## src/rtl/rr_mux_n_pkg.sv

```systemverilog
// mux_pkg: shared defaults, select-mode encodings and clog2 helper for rr_mux_n
package mux_pkg;
    localparam int DEF_WIDTH = 16;
    localparam int DEF_N = 8;
    localparam int MODE_FIXED = 0;
    localparam int MODE_RR = 1;
    function automatic int clog2(input int v);
        int r;
        r = 0;
        while ((1 << r) < v) r++;
        return r;
    endfunction
endpackage

```

## src/rtl/rr_mux_n_if.sv

```systemverilog
// rr_mux_n_if: N-channel valid/ready input bus plus registered single-channel output bus (master = producer/consumer side, slave = mux side)
interface rr_mux_n_if
    import mux_pkg::*;
#(
    parameter int WIDTH = DEF_WIDTH,
    parameter int N = DEF_N
);
    localparam int SEL_W = clog2(N);
    logic [N*WIDTH-1:0] in_data;
    logic [N-1:0] in_valid;
    logic [N-1:0] in_ready;
    logic [SEL_W-1:0] sel;
    logic [WIDTH-1:0] out_data;
    logic [SEL_W-1:0] out_chan;
    logic out_valid;
    logic out_ready;
    modport master (
        output in_data, in_valid, sel, out_ready,
        input in_ready, out_data, out_chan, out_valid
    );
    modport slave (
        input in_data, in_valid, sel, out_ready,
        output in_ready, out_data, out_chan, out_valid
    );
endinterface

```

## src/rtl/rr_mux_n_arbiter.sv

```systemverilog
// rr_arbiter: rotating-priority arbiter searching upward from ptr+1, ptr moves to the winner only when advance is high (ports: clk, reset, req, advance, grant, grant_idx)
module rr_arbiter
    import mux_pkg::*;
#(
    parameter int N = DEF_N
) (
    input  logic                  clk,
    input  logic                  reset,
    input  logic [N-1:0]          req,
    input  logic                  advance,
    output logic [N-1:0]          grant,
    output logic [clog2(N)-1:0]   grant_idx
);
    localparam int SEL_W = clog2(N);
    logic [SEL_W-1:0] ptr;
    always_comb begin
        grant_idx = '0;
        for (int k = N; k >= 1; k--)
            if (req[(int'(ptr) + k) % N]) grant_idx = SEL_W'((int'(ptr) + k) % N);
        grant = |req ? N'(1) << grant_idx : '0;
    end
    always_ff @(posedge clk) begin
        if (reset) ptr <= SEL_W'(N - 1);
        else if (advance) ptr <= grant_idx;
    end
endmodule

```

## src/rtl/rr_mux_n.sv

```systemverilog
// rr_mux_n: N-to-1 valid/ready mux with fixed or round-robin select into a one-entry output register (ports: clk, reset, bus)
module rr_mux_n
    import mux_pkg::*;
#(
    parameter int WIDTH = DEF_WIDTH,
    parameter int N = DEF_N,
    parameter int MODE = MODE_RR
) (
    input logic       clk,
    input logic       reset,
    rr_mux_n_if.slave bus
);
    localparam int SEL_W = clog2(N);
    logic load_en;
    logic xfer;
    logic [N-1:0] grant;
    logic [SEL_W-1:0] grant_idx;
    assign load_en = !bus.out_valid || bus.out_ready;
    assign bus.in_ready = reset ? '0 : grant & {N{load_en}};
    assign xfer = |bus.in_ready;
    generate
        if (MODE == MODE_RR) begin : g_rr
            rr_arbiter #(.N(N)) u_arb (
                .clk(clk),
                .reset(reset),
                .req(bus.in_valid),
                .advance(xfer),
                .grant(grant),
                .grant_idx(grant_idx)
            );
        end else begin : g_fixed
            assign grant_idx = bus.sel;
            assign grant = (int'(bus.sel) < N && bus.in_valid[bus.sel]) ? N'(1) << bus.sel : '0;
        end
    endgenerate
    always_ff @(posedge clk) begin
        if (reset) begin
            bus.out_valid <= 1'b0;
            bus.out_data <= '0;
            bus.out_chan <= '0;
        end else if (load_en) begin
            bus.out_valid <= xfer;
            if (xfer) begin
                bus.out_data <= bus.in_data[grant_idx*WIDTH +: WIDTH];
                bus.out_chan <= grant_idx;
            end
        end
    end
endmodule

```

## src/flat_wrapper.sv

```systemverilog
// flat-port wrapper written by rule: the top's interface ports become plain ports
module rr_mux_n_flat import mux_pkg::*;
#(
    parameter int WIDTH = DEF_WIDTH,
    parameter int N = DEF_N,
    parameter int MODE = MODE_RR
)
  (clk, reset, bus_in_data, bus_in_valid, bus_sel, bus_out_ready, bus_in_ready, bus_out_data, bus_out_chan, bus_out_valid);
  rr_mux_n_if #(.WIDTH(WIDTH), .N(N)) bus_i ();
  input logic clk;
  input logic reset;
  input wire logic [$bits(bus_i.in_data)-1:0] bus_in_data;
  input wire logic [$bits(bus_i.in_valid)-1:0] bus_in_valid;
  input wire logic [$bits(bus_i.sel)-1:0] bus_sel;
  input wire logic [$bits(bus_i.out_ready)-1:0] bus_out_ready;
  output wire logic [$bits(bus_i.in_ready)-1:0] bus_in_ready;
  output wire logic [$bits(bus_i.out_data)-1:0] bus_out_data;
  output wire logic [$bits(bus_i.out_chan)-1:0] bus_out_chan;
  output wire logic [$bits(bus_i.out_valid)-1:0] bus_out_valid;
  assign bus_i.in_data = bus_in_data;
  assign bus_i.in_valid = bus_in_valid;
  assign bus_i.sel = bus_sel;
  assign bus_i.out_ready = bus_out_ready;
  assign bus_in_ready = bus_i.in_ready;
  assign bus_out_data = bus_i.out_data;
  assign bus_out_chan = bus_i.out_chan;
  assign bus_out_valid = bus_i.out_valid;
  rr_mux_n #(.WIDTH(WIDTH), .N(N), .MODE(MODE)) u_core (.clk(clk), .reset(reset), .bus(bus_i));
endmodule
```

## config.mk

```make
export PLATFORM = sky130hd
export DESIGN_NAME = rr_mux_n_flat
export DESIGN_NICKNAME = d
export VERILOG_FILES = /design/src/rtl/rr_mux_n_pkg.sv /design/src/rtl/rr_mux_n_if.sv /design/src/rtl/rr_mux_n_arbiter.sv /design/src/rtl/rr_mux_n.sv /design/src/flat_wrapper.sv
export SDC_FILE = /design/constraint.sdc
export NUM_CORES = 1
export LEC_CHECK = 0
export CAP_MARGIN = 0
export CORE_MARGIN = 5
export CORE_UTILIZATION = 41
export DETAILED_ROUTE_END_ITERATION = 16
export GPL_ROUTABILITY_DRIVEN = 0
export HOLD_SLACK_MARGIN = 0.1
export PLACE_DENSITY = 0.88
export SYNTH_ARGS = -nofsm -noshare
export SYNTH_HDL_FRONTEND = slang
export SYNTH_SLANG_ARGS = --single-unit
```

## constraint.sdc

```tcl
create_clock -name clk -period 12.3 [get_ports clk]
set_input_delay 2.46 -clock clk [delete_from_list [all_inputs] [get_ports clk]]
set_output_delay 2.46 -clock clk [all_outputs]
set_load 0.01 [all_outputs]
```

==> reports/results.ini, run 1 <==
[global_route]
grt_use_total_pct = 24.1
grt_pass1_wl_mm = 16.8
grt_max_degree = 63
gr-total-overflow = 0
first_global_vias = 3368
antenna_found_initial = 0

[yosys]
syn_nets = 512
yosys_register_bits = 23
synthArstFlopShare_pct = 0
synth_warnings = 0
avgSynthCellArea_um2 = 7.66
synth_cell_types = 54
syn_area_mm2 = 0.00282
yosysTopAreaCellShare_pct = 16.3
ys.flop_type = dfxtp_1
synth_largest_area_cell = dfxtp_1
synth_common_cells = 65 x nand2_1, 40 x nand3_1, 34 x mux2i_1, 24 x a21oi_1, 23 x dfxtp_1
ys_seq_area_share_pct = 16.3
synth-edff-count = 0
yosysMostFrequentCell = nand2_1
syn_inst = 368
synth.area.top_cells = dfxtp_1 16%, mux2i_1 12%, nand2_1 8.7%, mux4_2 8.0%, nand3_1 7.1%

[clock_tree]
cts_inserted_buffers = 3
clkSlewWorstSetupHoldPaths_ps = 80
cts-root-buf = clkbuf_8
cts_tree = done
post-cts-setup-buffers = 0
ctsHtreeMaxLevel = 1
holdBufCountCts = 0
cts_sinks = 23
insertion_delay_ps = 270
cts_resized = 0
cts.path.max_buffers = 2

[floorplan]
placementRows = 30
die_h_um = 92.9
die_area_mm2 = 0.00864
die_w_um = 92.9
core_mm2 = 0.00676
start_util_pct = 41.7
pin_count = 170

[worst_setup_path]
crit_chain = clkdlybuf4s50_1 > mux4_2 > mux2_4 > nor3_1 > or4b_4 > nand2_4 > nand2_1 > nor2_1 > clkdlybuf4s50_1
r2r_end = u_core.bus.out_data[13]$_SDFFE_PP0P_
cp.arrival_ps = 6290
cpPeakStageDelay_ps = 610
crit_required_ps = 9840
r2r_slack_ps = 7050
reg2reg_from = u_core.g_rr.u_arb.ptr[0]$_SDFFE_PP1P_
cp-end-kind = primary output
critical_path_class = in -> out
crit_end = bus_in_ready[7]
crit_path_start_kind = input port
critical_path.max_fanout = 62
crit_start = bus_in_valid[2]
ff2ff_path_depth = 11
crit_slowest_cell = mux4_2
cp_common_cell = clkdlybuf4s50_1

[sta]
finalHoldViolCount = 0
finalWorstSetupSlack_ps = 3550
slew_viol_final = 0
rsz0062_at_grt = false
fin_crit_sh_pct = 71.2
period_minus_slack_ps = 8750
timing.final.setup_violations = 0
worst_slew_pin_slew_ps = 940
fmax_ghz = 0.114
skew_ps = 4.26
slew_headroom_pct = 37.2
fin_setup_tns_ps = 0

[route]
routedWlPerCell_um = 18.8
ant_nets = 0
first_pass_iters = 5
viasPerCell = 5.95
wl_mm = 11.1
vias = 3514
drt-initial-drc-count = 408
drc = 0

[final_layout]
diodes = 0
fillers = 558
nets = 656
drive_gt1_share_pct = 8.02
area_growth_pct = 59.4
final_util_pct = 66.5

[pwr]
power_density_mw_per_mm2 = 224
power_leakage_nw = 1.72
ir_drop_mv = 0.152

[placed_design]
place_ws_ps = 3580
io_buffers = 166
hpwl_mm = 8.65

[run_status]
status = finished, final reports clean

[min_path]
min-delay-start = u_core.bus.out_chan[0]$_SDFFE_PP0P_
hp-class = reg -> reg

[job]
drv_cap = 0

-- worst min-delay path by stage --
| stage | to | slack, ps | cells past startpoint |
|---|---|---|---|
| 3_3_place_gp | u_core.bus.out_chan[0]$_SDFFE_PP0P_ | 460 | 2 |
| 5_1_grt | u_core.bus.out_chan[0]$_SDFFE_PP0P_ | 520 | 2 |
| 3_5_place_dp | u_core.bus.out_chan[0]$_SDFFE_PP0P_ | 460 | 2 |
| 6_report | u_core.bus.out_chan[0]$_SDFFE_PP0P_ | 470 | 2 |
| 4_1_cts | u_core.bus.out_chan[0]$_SDFFE_PP0P_ | 480 | 2 |
| 2_1_floorplan | u_core.bus.out_chan[0]$_SDFFE_PP0P_ | 490 | 2 |
-- through the flow --
step / instances / power [mW] / hold slack (ps) / instance area [um2]
floorplan: 368 / 0.742 / 487 / 2820
global placement: 587 / 0.925 / 456 / 4450
detailed placement: 587 / 0.952 / 460 / 4450
CTS: 591 / 1.00 / 481 / 4490
global route: 591 / 1.08 / 515 / 4490
finish: 591 / 1.01 / 468 / 4490
-- flip-flops by register name, summed over array words and instances (netlist names) --
| signal | cells |
|---|---|
| u_core.bus.out_chan | 3 |
| u_core.bus.out_data | 16 |
| u_core.bus.out_valid | 1 |
| u_core.g_rr.u_arb.ptr | 3 |
-- metal layers --
layer	up-vias	global-route usage [%]	share of wire [%]	routed length, um
met5	-	0	0	0
met4	0	8.67	3.5	391
met3	34	4.47	8.6	960
met2	190	42.2	50	5590
met1	1609	29.4	38	4190
li1	1681	-	-	-
-- kinds of logic after synthesis --
family | synth area share (%)
buf+inv | 7.05
mux | 25.0
xor+xnor | 0.932
fa+ha+maj | 0.887
flops | 16.3
simple gates | 27.4
compound gates | 22.4
-- power by group --
| part | internal (mW) | total [mW] | switching [mW] | leakage, nW |
|---|---|---|---|---|
| Clock | 0.0232 | 0.0493 | 0.0262 | 0.0228 |
| Sequential | 0.110 | 0.144 | 0.0345 | 0.193 |
| Combinational | 0.361 | 0.812 | 0.451 | 1.50 |
| Total | 0.494 | 1.01 | 0.512 | 1.72 |
-- layout by cell type, fill, tap and decap left out, types with 6 or more instances in the layout --
cell and n:
a31oi_1 12, nand3_1 40, o2111ai_1 12, and2_1 6, a21oi_1 24, mux2i_1 34, clkdlybuf4s50_1 166, and3_1 15
mux4_2 10, nor2_1 15, dfxtp_1 23, mux2_2 10, nand2_1 65
-- worst max-delay path, delay by kind of cell --
family                 cells  cell delay [ps]
muxes                      2              950
and+or+nand+nor            5             1740
buffers and inverters      2             1080
-- area by class of cell --
type,count,area (um2),share of cell area (%)
inverters,6,22.5,0.501
repair buffers,171,1700,37.8
clock buffers,4,45.0,1.00
flip-flops and latches,23,460,10.2
multi-input cells,307,2170,48.2
well taps,80,100,2.23
Power figures use the tool's default switching activity.
==> run 2, diff against run 1 <==
- CORE_UTILIZATION: 41 -> 38
- PLACE_DENSITY: 0.88 -> 0.83
- clock period: 12.3 -> 9.05 ns (I/O delays scaled with it)
==> reports/results.ini, run 2 (synthesized netlist as in run 1, its figures left out) <==
[clock_tree]
cts_resized = 0  ; unchanged
ctsHtreeMaxLevel = 1  ; unchanged
insertion_delay_ps = 260  ; was 270 ps
clkSlewWorstSetupHoldPaths_ps = 80  ; about the same
cts_tree = done  ; unchanged
holdBufCountCts = 0  ; unchanged
cts-root-buf = clkbuf_8  ; unchanged
post-cts-setup-buffers = 0  ; unchanged
cts_inserted_buffers = 3  ; unchanged
cts.path.max_buffers = 2  ; unchanged
cts_sinks = 23  ; unchanged

[global_route]
first_global_vias = 3507  ; was 3368
grt_max_degree = 63  ; unchanged
grt_use_total_pct = 23.7  ; was 24.1%
antenna_found_initial = 0  ; unchanged
gr-total-overflow = 0  ; unchanged
grt_pass1_wl_mm = 17.6  ; was 16.8 mm

[worst_setup_path]
critical_path.max_fanout = 62  ; unchanged
cp.arrival_ps = 5660  ; was 6290 ps
cp-end-kind = primary output  ; unchanged
crit_path_start_kind = input port  ; unchanged
crit_required_ps = 7240  ; was 9840 ps
critical_path_class = in -> out  ; unchanged

[pwr]
power_density_mw_per_mm2 = 304  ; was 224 mW/mm2
ir_drop_mv = 0.365  ; was 0.152 mV
report.power.total_mw = 1.38  ; was 1.01 mW
power_leakage_nw = 1.73  ; was 1.72 nW

[min_path]
hp-class = reg -> reg  ; unchanged

[placed_design]
placed_cells = 608  ; was 587
hpwl_mm = 9.08  ; was 8.65 mm
place_ws_ps = 1660  ; was 3580 ps
io_buffers = 166  ; unchanged

[sta]
finalWorstSetupSlack_ps = 1580  ; was 3550 ps
fin_setup_tns_ps = 0  ; unchanged
fin_crit_sh_pct = 82.6
period_minus_slack_ps = 7470
finalHoldViolCount = 0  ; unchanged
hold_slack_ps = 498  ; was 468 ps
slew_viol_final = 0  ; unchanged
timing.final.setup_violations = 0  ; unchanged
worst_slew_pin_slew_ps = 790  ; was 940 ps
rsz0062_at_grt = false  ; unchanged
skew_ps = 6.82  ; was 4.26 ps
slew_headroom_pct = 47.3  ; was 37.2%
fmax_ghz = 0.134

[floorplan]
die_area_mm2 = 0.00924  ; was 0.00864 mm2
placementRows = 31  ; was 30
die_w_um = 96.2  ; was 92.9 um
pin_count = 170  ; unchanged
die_h_um = 96.2  ; was 92.9 um
core_mm2 = 0.00725  ; was 0.00676 mm2
start_util_pct = 38.9  ; was 41.7%

[route]
routedWlPerCell_um = 19.1  ; was 18.8 um
ant_nets = 0  ; unchanged
vias = 3583  ; was 3514
viasPerCell = 5.85  ; was 5.95
drc = 0  ; unchanged
first_pass_iters = 5  ; unchanged
wl_mm = 11.7  ; was 11.1 mm
drt-initial-drc-count = 300  ; was 408

[final_layout]
final_cell_mix = 166 x clkdlybuf4s50_1, 65 x nand2_1, 40 x nand3_1  ; unchanged
largestRegisters = u_core.bus.out_data: 16 flops, u_core.bus.out_chan: 3 flops, u_core.g_rr.u_arb.ptr: 3 flops  ; unchanged
final_common_cell = clkdlybuf4s50_1  ; unchanged
fillers = 647  ; was 558
drive_gt1_share_pct = 8.38  ; was 8.02%
largest_reg_flops = 16  ; unchanged
top_register = u_core.bus.out_data  ; unchanged
area_growth_pct = 60.7  ; was 59.4%
nets = 658  ; was 656
stdcell_count = 612  ; was 591
diodes = 0  ; unchanged

[run_status]
status = finished, final reports clean  ; unchanged

[job]
drv_cap = 0  ; unchanged

## run 2: report_power, final
group | switching (mW) | leakage, nW | internal (mW) | total, mW
sequential | 0.0401 | 0.193 | 0.149 | 0.189
combinational | 0.623 | 1.51 | 0.499 | 1.12
clock | 0.0337 | 0.0228 | 0.0314 | 0.0651
total | 0.697 | 1.73 | 0.679 | 1.38
## run 2: per-stage QoR
| step | utilization, % | instance area, um2 |
|---|---|---|
| floorplan | - | 2820 |
| global placement | 61.9 | 4490 |
| detailed placement | 61.9 | 4490 |
| CTS | 62.5 | 4530 |
| global route | 62.5 | 4530 |
| finish | 62.5 | 4530 |
## run 2: layout make-up
cell class / instances / area, um2 / area share (%)
well taps: 99 / 124 / 2.73
repair buffers: 173 / 1710 / 37.8
clock buffers: 4 / 45.0 / 0.994
flip-flops and latches: 23 / 460 / 10.2
multi-input cells: 307 / 2170 / 47.8
inverters: 6 / 22.5 / 0.497
## run 2: routing by layer
metal | GRT usage [%] | vias to the layer above | wire [um]
li1 | - | 1680 | -
met5 | 0 | - | 0
met3 | 5.00 | 17 | 993
met4 | 6.04 | 0 | 205
met2 | 41.2 | 166 | 5990
met1 | 29.7 | 1720 | 4500
## run 2: critical path, cell delays in order
cell and delay [ps]:
clkdlybuf4s50_1 570, mux4_2 590, mux2_4 320, nor3_1 310, or4b_4 530, nand2_4 580, nand2_1 230, nor2_1 140
clkdlybuf4s50_1 550
## run 2: path summary, 6_finish.rpt
check | startpoint | to | slack (ps) | cells after the start
max | bus_in_valid[4] | bus_in_ready[7] | 1580 | 9
min | u_core.bus.out_chan[1]$_SDFFE_PP0P_ | u_core.bus.out_chan[1]$_SDFFE_PP0P_ | 500 | 1
max reg2reg | u_core.g_rr.u_arb.ptr[1]$_SDFFE_PP1P_ | u_core.bus.out_data[0]$_SDFFE_PP0P_ | 3870 | 10
min reg2reg | u_core.bus.out_chan[1]$_SDFFE_PP0P_ | u_core.bus.out_chan[1]$_SDFFE_PP0P_ | 500 | 1
==> run 3, diff against run 2 <==
- CORE_UTILIZATION: 38 -> 35
- PLACE_DENSITY: 0.83 -> 0.8
- clock period: 9.05 -> 6.3 ns (I/O delays scaled with it)
==> reports/results.ini, run 3 (synthesized netlist as in run 1, its figures left out) <==
[run_status]
status = finished, final reports clean  ; unchanged

[route]
vias = 3531  ; was 3583
first_pass_iters = 5  ; unchanged
viasPerCell = 5.67  ; was 5.85
ant_nets = 0  ; unchanged
wl_mm = 12.0  ; was 11.7 mm
drt-initial-drc-count = 274  ; was 300
routedWlPerCell_um = 19.2  ; was 19.1 um
drc = 0  ; unchanged

[floorplan]
die_h_um = 99.8  ; was 96.2 um
die_w_um = 99.8  ; was 96.2 um
pin_count = 170  ; unchanged
die_area_mm2 = 0.00995  ; was 0.00924 mm2
placementRows = 32  ; was 31
core_mm2 = 0.00781  ; was 0.00725 mm2
start_util_pct = 36.1  ; was 38.9%

[final_layout]
area_growth_pct = 63.0  ; was 60.7%
top_register = u_core.bus.out_data  ; unchanged
nets = 666  ; was 658
final_util_pct = 58.9  ; was 62.5%
stdcell_count = 623  ; was 612
largestRegisters = u_core.bus.out_data: 16 flops, u_core.bus.out_chan: 3 flops, u_core.g_rr.u_arb.ptr: 3 flops  ; unchanged
drive_gt1_share_pct = 9.98  ; was 8.38%
final_cell_mix = 166 x clkdlybuf4s50_1, 65 x nand2_1, 40 x nand3_1  ; unchanged
largest_reg_flops = 16  ; unchanged
final_cell_area_mm2 = 0.00460  ; was 0.00453 mm2
final_common_cell = clkdlybuf4s50_1  ; unchanged
diodes = 0  ; unchanged

[clock_tree]
cts_inserted_buffers = 3  ; unchanged
post-cts-setup-buffers = 0  ; unchanged
cts_sinks = 23  ; unchanged
insertion_delay_ps = 270  ; was 260 ps
ctsHtreeMaxLevel = 1  ; unchanged
cts_tree = done  ; unchanged
cts-root-buf = clkbuf_8  ; unchanged
holdBufCountCts = 0  ; unchanged
cts.path.max_buffers = 2  ; unchanged
cts_resized = 0  ; unchanged
clkSlewWorstSetupHoldPaths_ps = 90  ; was 80 ps

[sta]
finalHoldViolCount = 0  ; unchanged
fin_setup_tns_ps = 0  ; unchanged
timing.final.setup_violations = 0  ; unchanged
fin_crit_sh_pct = 92.9
skew_ps = 6.42  ; was 6.82 ps
rsz0062_at_grt = false  ; unchanged
finalWorstSetupSlack_ps = 446  ; was 1580 ps
period_minus_slack_ps = 5850
fmax_ghz = 0.171
worst_slew_pin_slew_ps = 645  ; was 790 ps
hold_slack_ps = 484  ; was 498 ps
slew_headroom_pct = 57.0  ; was 47.3%
slew_viol_final = 0  ; unchanged

[worst_setup_path]
critical_path_class = in -> out  ; unchanged
cp.arrival_ps = 4590  ; was 5660 ps
crit_path_start_kind = input port  ; unchanged
r2r_slack_ps = 1930  ; was 3870 ps
cp-end-kind = primary output  ; unchanged
crit_required_ps = 5040  ; was 7240 ps
ff2ff_path_depth = 11  ; was 10
critical_path.max_fanout = 8  ; was 62
r2r_end = u_core.bus.out_data[6]$_SDFFE_PP0P_  ; was u_core.bus.out_data[0]$_SDFFE_PP0P_
reg2reg_from = u_core.g_rr.u_arb.ptr[1]$_SDFFE_PP1P_  ; unchanged

[pwr]
report.power.total_mw = 2.04  ; was 1.38 mW
power_density_mw_per_mm2 = 444  ; was 304 mW/mm2
ir_drop_mv = 0.252  ; was 0.365 mV
power_leakage_nw = 1.77  ; was 1.73 nW

[job]
drv_cap = 0  ; unchanged

[global_route]
grt_max_degree = 32  ; was 63
antenna_found_initial = 0  ; unchanged
grt_use_total_pct = 22.9  ; was 23.7%
gr-total-overflow = 0  ; unchanged
grt_pass1_wl_mm = 18.4  ; was 17.6 mm
first_global_vias = 3427  ; was 3507

[placed_design]
placed_cells = 619  ; was 608
io_buffers = 166  ; unchanged
hpwl_mm = 9.45  ; was 9.08 mm
place_ws_ps = 492  ; was 1660 ps
dpl_cell_area_mm2 = 0.00455  ; was 0.00449 mm2

[min_path]
min-delay-start = u_core.bus.out_chan[0]$_SDFFE_PP0P_  ; was u_core.bus.out_chan[1]$_SDFFE_PP0P_
hold_depth = 2  ; was 1
hp-class = reg -> reg  ; unchanged
hold_end = u_core.bus.out_chan[0]$_SDFFE_PP0P_  ; was u_core.bus.out_chan[1]$_SDFFE_PP0P_

-- run 3: cell count changes in the layout (fill, tap and decap cells not counted), sizes merged --
| cell | previous run | this run |
|---|---|---|
| clkbuf | 4 | 3 |
| buf | 7 | 15 |
| clkinv | 1 | 2 |
-- run 3: critical path, stage by stage --
cell,delay (ps)
clkdlybuf4s50_1,540
mux4_2,590
mux2i_1,350
o221ai_1,230
a221oi_2,380
and2_1,390
nand2_1,170
nor2_1,110
clkdlybuf4s50_1,560
-- run 3: area by class of cell --
cell class,instances,area (um2)
inverters,6,22.5
multi-input cells,307,2170
flip-flops and latches,23,460
clock inverters,1,5.00
fillers,724,3210
well taps,102,128
clock buffers,3,41.3
repair buffers,181,1770
-- run 3: routing by layer --
layer	up-vias	wire length (um)	GRT usage (%)
met5	-	0	0
met4	0	394	7.67
met3	29	762	4.21
met2	154	5960	38.6
met1	1649	4860	29.2
li1	1699	-	-
-- run 3: how the worst max path moves through the flow --
stage	startpoint	to	slack [ps]	depth (start not counted)
after floorplan	u_core.g_rr.u_arb.ptr[0]$_SDFFE_PP1P_	bus_in_ready[7]	1430	13
after global placement	bus_in_valid[2]	bus_in_ready[7]	530	9
after detailed placement	bus_in_valid[2]	bus_in_ready[7]	490	9
after CTS	bus_in_valid[2]	bus_in_ready[7]	490	9
after global routing	bus_in_valid[2]	bus_in_ready[5]	260	9
final	bus_in_valid[2]	bus_in_ready[5]	450	9
-- run 3: where the power goes --
part	switching (mW)	leakage, nW	internal [mW]
Clock	0.0542	0.0255	0.0443
Combinational	0.919	1.55	0.761
Sequential	0.0504	0.193	0.214
Total	1.02	1.77	1.02
